<file path="src/rtl/vram_arbiter.sv">
// Shares the single PVR VRAM port between the SH4 CS1 path and the PVR engine.
// PVR is favoured, bounded by PVR_BURST. Optional ack timeout: VRAM_ARB_TIMEOUT_EN.
module vram_arbiter #(
  parameter int unsigned PVR_BURST = 4,
  parameter int unsigned TIMEOUT   = 255
) (
  input  logic        i_clk,
  input  logic        i_rst,
  input  logic        i_cpu_req,
  input  logic        i_cpu_we,
  input  logic [23:0] i_cpu_addr,
  input  logic [63:0] i_cpu_wdata,
  output logic [63:0] o_cpu_rdata,
  output logic        o_cpu_ack,
  input  logic        i_pvr_req,
  input  logic        i_pvr_we,
  input  logic [23:0] i_pvr_addr,
  input  logic [63:0] i_pvr_wdata,
  output logic [63:0] o_pvr_rdata,
  output logic        o_pvr_ack,
  output logic        o_vram_rd,
  output logic        o_vram_wr,
  output logic [23:0] o_vram_addr,
  output logic [63:0] o_vram_dout,
  input  logic [63:0] i_vram_din,
  input  logic        i_vram_ack,
  output logic        o_err
);

  localparam int unsigned AW = 24;
  localparam int unsigned DW = 64;
  localparam int unsigned BW = $clog2(PVR_BURST + 1);

  typedef enum logic [1:0] {S_IDLE, S_CPU_XFER, S_PVR_XFER, S_DONE} state_t;

  state_t          r_state, w_state;
  logic            r_we, w_we;
  logic [AW-4:0]   r_addr, w_addr;
  logic [DW-1:0]   r_wdata, w_wdata;
  logic            r_rd, w_rd, r_wr, w_wr;
  logic            r_cpu_ack, w_cpu_ack, r_pvr_ack, w_pvr_ack;
  logic [DW-1:0]   r_cpu_rdata, w_cpu_rdata, r_pvr_rdata, w_pvr_rdata;
  logic [BW-1:0]   r_burst, w_burst;
  logic            w_fin;
  logic [DW-1:0]   w_fin_data;

`ifdef VRAM_ARB_TIMEOUT_EN
  localparam int unsigned TW = $clog2(TIMEOUT + 1);
  localparam logic [DW-1:0] TMO_DATA = 64'hDEAD_BEEF_DEAD_BEEF;
  logic [TW-1:0] r_wait, w_wait;
  logic          r_err, w_err;
  assign o_err = r_err;
`else
  // TIMEOUT has no effect in this build
  assign o_err = 1'b0 & (TIMEOUT == 32'd0);
`endif

  // Byte-lane address bits are dropped by the 64-bit VRAM port
  logic w_unused;
  assign w_unused = ^{i_cpu_addr[2:0], i_pvr_addr[2:0]};

  assign o_vram_rd   = r_rd;
  assign o_vram_wr   = r_wr;
  assign o_vram_addr = {r_addr, 3'b000};
  assign o_vram_dout = r_wdata;
  assign o_cpu_rdata = r_cpu_rdata;
  assign o_cpu_ack   = r_cpu_ack;
  assign o_pvr_rdata = r_pvr_rdata;
  assign o_pvr_ack   = r_pvr_ack;

  always_ff @(posedge i_clk) begin
    if (i_rst) begin
      r_state     <= S_IDLE;
      r_we        <= 1'b0;
      r_addr      <= '0;
      r_wdata     <= '0;
      r_rd        <= 1'b0;
      r_wr        <= 1'b0;
      r_cpu_ack   <= 1'b0;
      r_pvr_ack   <= 1'b0;
      r_cpu_rdata <= '0;
      r_pvr_rdata <= '0;
      r_burst     <= '0;
`ifdef VRAM_ARB_TIMEOUT_EN
      r_wait      <= '0;
      r_err       <= 1'b0;
`endif
    end else begin
      r_state     <= w_state;
      r_we        <= w_we;
      r_addr      <= w_addr;
      r_wdata     <= w_wdata;
      r_rd        <= w_rd;
      r_wr        <= w_wr;
      r_cpu_ack   <= w_cpu_ack;
      r_pvr_ack   <= w_pvr_ack;
      r_cpu_rdata <= w_cpu_rdata;
      r_pvr_rdata <= w_pvr_rdata;
      r_burst     <= w_burst;
`ifdef VRAM_ARB_TIMEOUT_EN
      r_wait      <= w_wait;
      r_err       <= w_err;
`endif
    end
  end

  always_comb begin
    w_state     = r_state;
    w_we        = r_we;
    w_addr      = r_addr;
    w_wdata     = r_wdata;
    w_rd        = r_rd;
    w_wr        = r_wr;
    w_cpu_ack   = 1'b0;
    w_pvr_ack   = 1'b0;
    w_cpu_rdata = r_cpu_rdata;
    w_pvr_rdata = r_pvr_rdata;
    w_burst     = r_burst;
    w_fin       = 1'b0;
    w_fin_data  = i_vram_din;
`ifdef VRAM_ARB_TIMEOUT_EN
    w_wait      = r_wait;
    w_err       = r_err;
`endif
    case (r_state)
      S_IDLE: begin
        // PVR wins unless the CPU has waited out a full burst
        if (i_pvr_req && (!i_cpu_req || (r_burst < BW'(PVR_BURST)))) begin
          w_state = S_PVR_XFER;
          w_we    = i_pvr_we;
          w_addr  = i_pvr_addr[AW-1:3];
          w_wdata = i_pvr_wdata;
          w_rd    = !i_pvr_we;
          w_wr    = i_pvr_we;
          w_burst = i_cpu_req ? (r_burst + BW'(1)) : '0;
        end else if (i_cpu_req) begin
          w_state = S_CPU_XFER;
          w_we    = i_cpu_we;
          w_addr  = i_cpu_addr[AW-1:3];
          w_wdata = i_cpu_wdata;
          w_rd    = !i_cpu_we;
          w_wr    = i_cpu_we;
          w_burst = '0;
        end else begin
          w_burst = '0;
        end
`ifdef VRAM_ARB_TIMEOUT_EN
        w_wait = '0;
`endif
      end
      S_CPU_XFER, S_PVR_XFER: begin
        if (i_vram_ack) begin
          w_fin = 1'b1;
`ifdef VRAM_ARB_TIMEOUT_EN
        end else if (r_wait == TW'(TIMEOUT - 1)) begin
          w_fin      = 1'b1;
          w_fin_data = TMO_DATA;
          w_err      = 1'b1;
        end else begin
          w_wait = r_wait + TW'(1);
`endif
        end
      end
      S_DONE: w_state = S_IDLE;
      default: w_state = S_IDLE;
    endcase

    // Close the transfer: drop strobe, capture read data, ack the owner
    if (w_fin) begin
      w_state = S_DONE;
      w_rd    = 1'b0;
      w_wr    = 1'b0;
      if (r_state == S_CPU_XFER) begin
        w_cpu_ack = 1'b1;
        if (!r_we) w_cpu_rdata = w_fin_data;
      end else begin
        w_pvr_ack = 1'b1;
        if (!r_we) w_pvr_rdata = w_fin_data;
      end
    end
  end

endmodule

</file>
<file path="config.mk">
export PLATFORM = sky130hd
export DESIGN_NAME = vram_arbiter
export DESIGN_NICKNAME = d
export VERILOG_FILES = /design/src/rtl/vram_arbiter.sv
export SDC_FILE = /design/constraint.sdc
export NUM_CORES = 1
export LEC_CHECK = 0
export CAP_MARGIN = 20
export CELL_PAD_IN_SITES_DETAIL_PLACEMENT = 1
export CELL_PAD_IN_SITES_GLOBAL_PLACEMENT = 2
export CORE_AREA = 2 2 179 181
export CTS_CLUSTER_SIZE = 20
export DETAILED_ROUTE_END_ITERATION = 8
export DIE_AREA = 0 0 181 183
export DONT_BUFFER_PORTS = 1
export PLACE_DENSITY_LB_ADDON = 0.1
export SLEW_MARGIN = 0
export SYNTH_ARGS = -nofsm -noshare
export SYNTH_HDL_FRONTEND = slang
export SYNTH_SLANG_ARGS = --single-unit
</file>
<file path="constraint.sdc">
create_clock -name i_clk -period 2.3 [get_ports i_clk]
set_input_delay 0.46 -clock i_clk [delete_from_list [all_inputs] [get_ports i_clk]]
set_output_delay 0.46 -clock i_clk [all_outputs]
set_load 0.005 [all_outputs]
</file>
==> results <==
==> cells by family (layout without fill, tap and decap cells) <==
kind of cell	count (synthesis)	in the layout	share of synthesized area, %
DFF	223	223	52.19
muxes	1	1	0.1316
other	1	4	0.04384
adders and majority gates	4	4	0.5851
and+or+nand+nor	533	533	24.06
AOI/OAI and AO/OA	226	226	17.24
buffers and inverters	101	74	5.748
==> metrics by stage <==
stage	setup WS [ns]	total power, uW
after floorplan	0.7050	6432
after global placement	0.3254	7125
after detailed placement	0.2813	7161
after CTS	0.2438	11340
after global routing	0.1436	11810
final	0.3326	11100
==> cell type report <==
class,instances,area [um^2]
tap,402,503.0
multi-input combinational,768,3661
sequential,223,4464
timing repair buffer,25,357.8
clock buffer,38,799.5
fill,3699,21390
clock inverter,8,42.54
inverter,3,11.26
==> layer usage <==
metal	vias up	GRT usage [%]	share of wire (%)
met5	-	0	0
met4	0	4.715	2.3
met3	40	7.784	11
met2	294	30.48	48
met1	3400	19.54	38
li1	3543	-	-
==> timing repair <==
item | 4_1_cts | 5_1_grt
hold endpoints to repair | 102 | 0
hold buffers | 1 | 0
gates resized for setup | 0 | 0
setup endpoints to repair | 0 | 0
==> worst max path at each step <==
| stage | startpoint | endpoint | depth (start not counted) |
|---|---|---|---|
| finish | r_state[0] | o_cpu_rdata[14] | 5 |
| global route | r_state[1] | o_cpu_rdata[16] | 6 |
| CTS | r_state[0] | o_cpu_rdata[31] | 5 |
| detailed placement | r_state[0] | o_cpu_rdata[3] | 5 |
| global placement | r_state[0] | o_cpu_rdata[14] | 5 |
| floorplan | r_state[0] | o_cpu_rdata[10] | 7 |
==> power by group through the flow <==
stage	sequential, uW	combinational [uW]	clock [uW]
after floorplan	4910	1520	0
after global placement	5180	1950	0
after detailed placement	5170	1990	0
after CTS	5090	2030	4230
after global routing	5150	2270	4400
final	5070	1970	4050
==> registers in the layout, indices dropped and copies added (netlist names) <==
name / flops
o_cpu_ack: 1
o_cpu_rdata: 64
o_pvr_ack: 1
o_pvr_rdata: 64
o_vram_dout: 64
o_vram_rd: 1
o_vram_wr: 1
r_addr: 21
r_burst: 3
r_state: 2
r_we: 1
==> worst max-delay path, stage by stage, from the launching register on <==
cell and delay, ns:
dfxtp_1 0.38, ha_1 0.33, nand4b_1 0.58, buf_12 0.39
nand2_1 0.07, a21oi_1 0.06
==> synth_stat cells, drive strengths merged <==
master and n:
o21a 1, nand2 430, conb 1, nand4bb 1
nand3 3, nand4b 2, nor4bb 1, a32oi 1
clkbuf 41, inv 3, nand4 2, o21ai 2
a31oi 2, nor2 86, a311oi 85, dfxtp 223
a21bo 1, ha 4, buf 57, o31ai 1
nand3b 1, nor3 1, nand2b 2, a21oi 131
or3 2, o221a 1, mux2 1, nor3b 1
and4b 1, a21boi 1
==> reports/results.txt <==
Global Route Usage Sum - 17.53%
crit path DAT - 2.36 ns
reg2reg start - r_state[0]
clock network power share - 36.5%
FP Rows - 65
Die W - 181 um
synth warn - 0
Worst-Margin Slew - 0.6613 ns
Cell Int Power - 7654 uW
end of the worst hold path - o_cpu_rdata[34]
Yosys cell types - 33
unrepaired setup endpoints after global routing - no
Post-CTS Setup Bufs - 0
via count of the first global-routing pass - 7421
core area - 31230 um^2
Post-Synthesis Cells - 1089
grt ovf - 0
die height - 183 um
CTS Buf Count - 28
antenna-violating nets left - 0
worst reg2reg setup slack - 0.33 ns
post-place instance area - 8970 um^2
DR vias - 7277
Detail Placement HPWL - 21280 um
setup TNS - 0 ns
H-tree depth - 1
proportion of layout cells with a drive suffix above 1 - 6.948%
worst-case reg-to-reg path depth - 5
Final Cycle Share - 85.54%
most frequent cells in the layout - nand2_1, dfxtp_1, a21oi_1, nor2_1, a311oi_1
CP max FO - 19
cell area after synthesis - 8554 um^2
Vias per Instance - 4.960
Pwr Density - 1128 nW/um^2
reg2reg end - o_cpu_rdata[14]
largest net degree at the start of global routing - 123
antenna violations before repair - 0
initial core utilization - 27.39%
final setup skew - 0.01856 ns
CTS Buffer Depth - 3
Max-Cap Viols - 0
Leak - 0.003501 uW
drt pass-1 iters - 4
die area - 33120 um^2
non-filler cells, final - 1467
Avg Cell Area, Syn - 7.855 um^2
Area Overhead vs Synth - 15.02%
status - finished clean
WL final - 31050 um
commonest non-fill, non-tap cell in the layout - nand2_1
worst hold path type - input pin to flop
cell taking the most area after synthesis - dfxtp_1
Hold WS - 0.05580 ns
Clock Sink Count - 223
Max IR drop VDD - 0.6027 mV
Reg power frac - 45.7%
Finished Cell Area - 9839 um^2
sw frac - 31.03%
top cell type's share of synthesized area - 52.19%
# diodes - 0
HP Start - i_vram_din[34]
IO Count - 468
CTS tree - built
First DRT Iteration DRCs - 331
Worst slew margin - 55.68%
Final setup viols - 0
CP Launch Type - flop
Crit. End Element - flop
Req. time, crit path - 2.69 ns
fin. max-slew vios - 0
sequential share of the synthesized area - 52.19%
Final nets - 1300
CTS root buf - clkbuf_16
fin util - 31.51%
worst skew pair latency - 0.53 ns
gpl congestion - 0.7088
PortBufs - 0
Gate power share - 17.8%
NetSw - 3443 uW
Synth area leaders - dfxtp_1, nand2_1, a311oi_1
hold violation count in the final report - 0
Final min period - 1.967 ns
Seq cells post-synth - 223
dpl cells - 1420
first-pass GRT wire length - 45580 um
fmax - 508.3 MHz
clock slew at reported path FFs - 0.06 ns
kind of critical path - flop to flop
Hold Crit Depth - 2
routed length per instance - 21.16 um
Remaining DRCs - 0
Power figures use the tool's default switching activity.
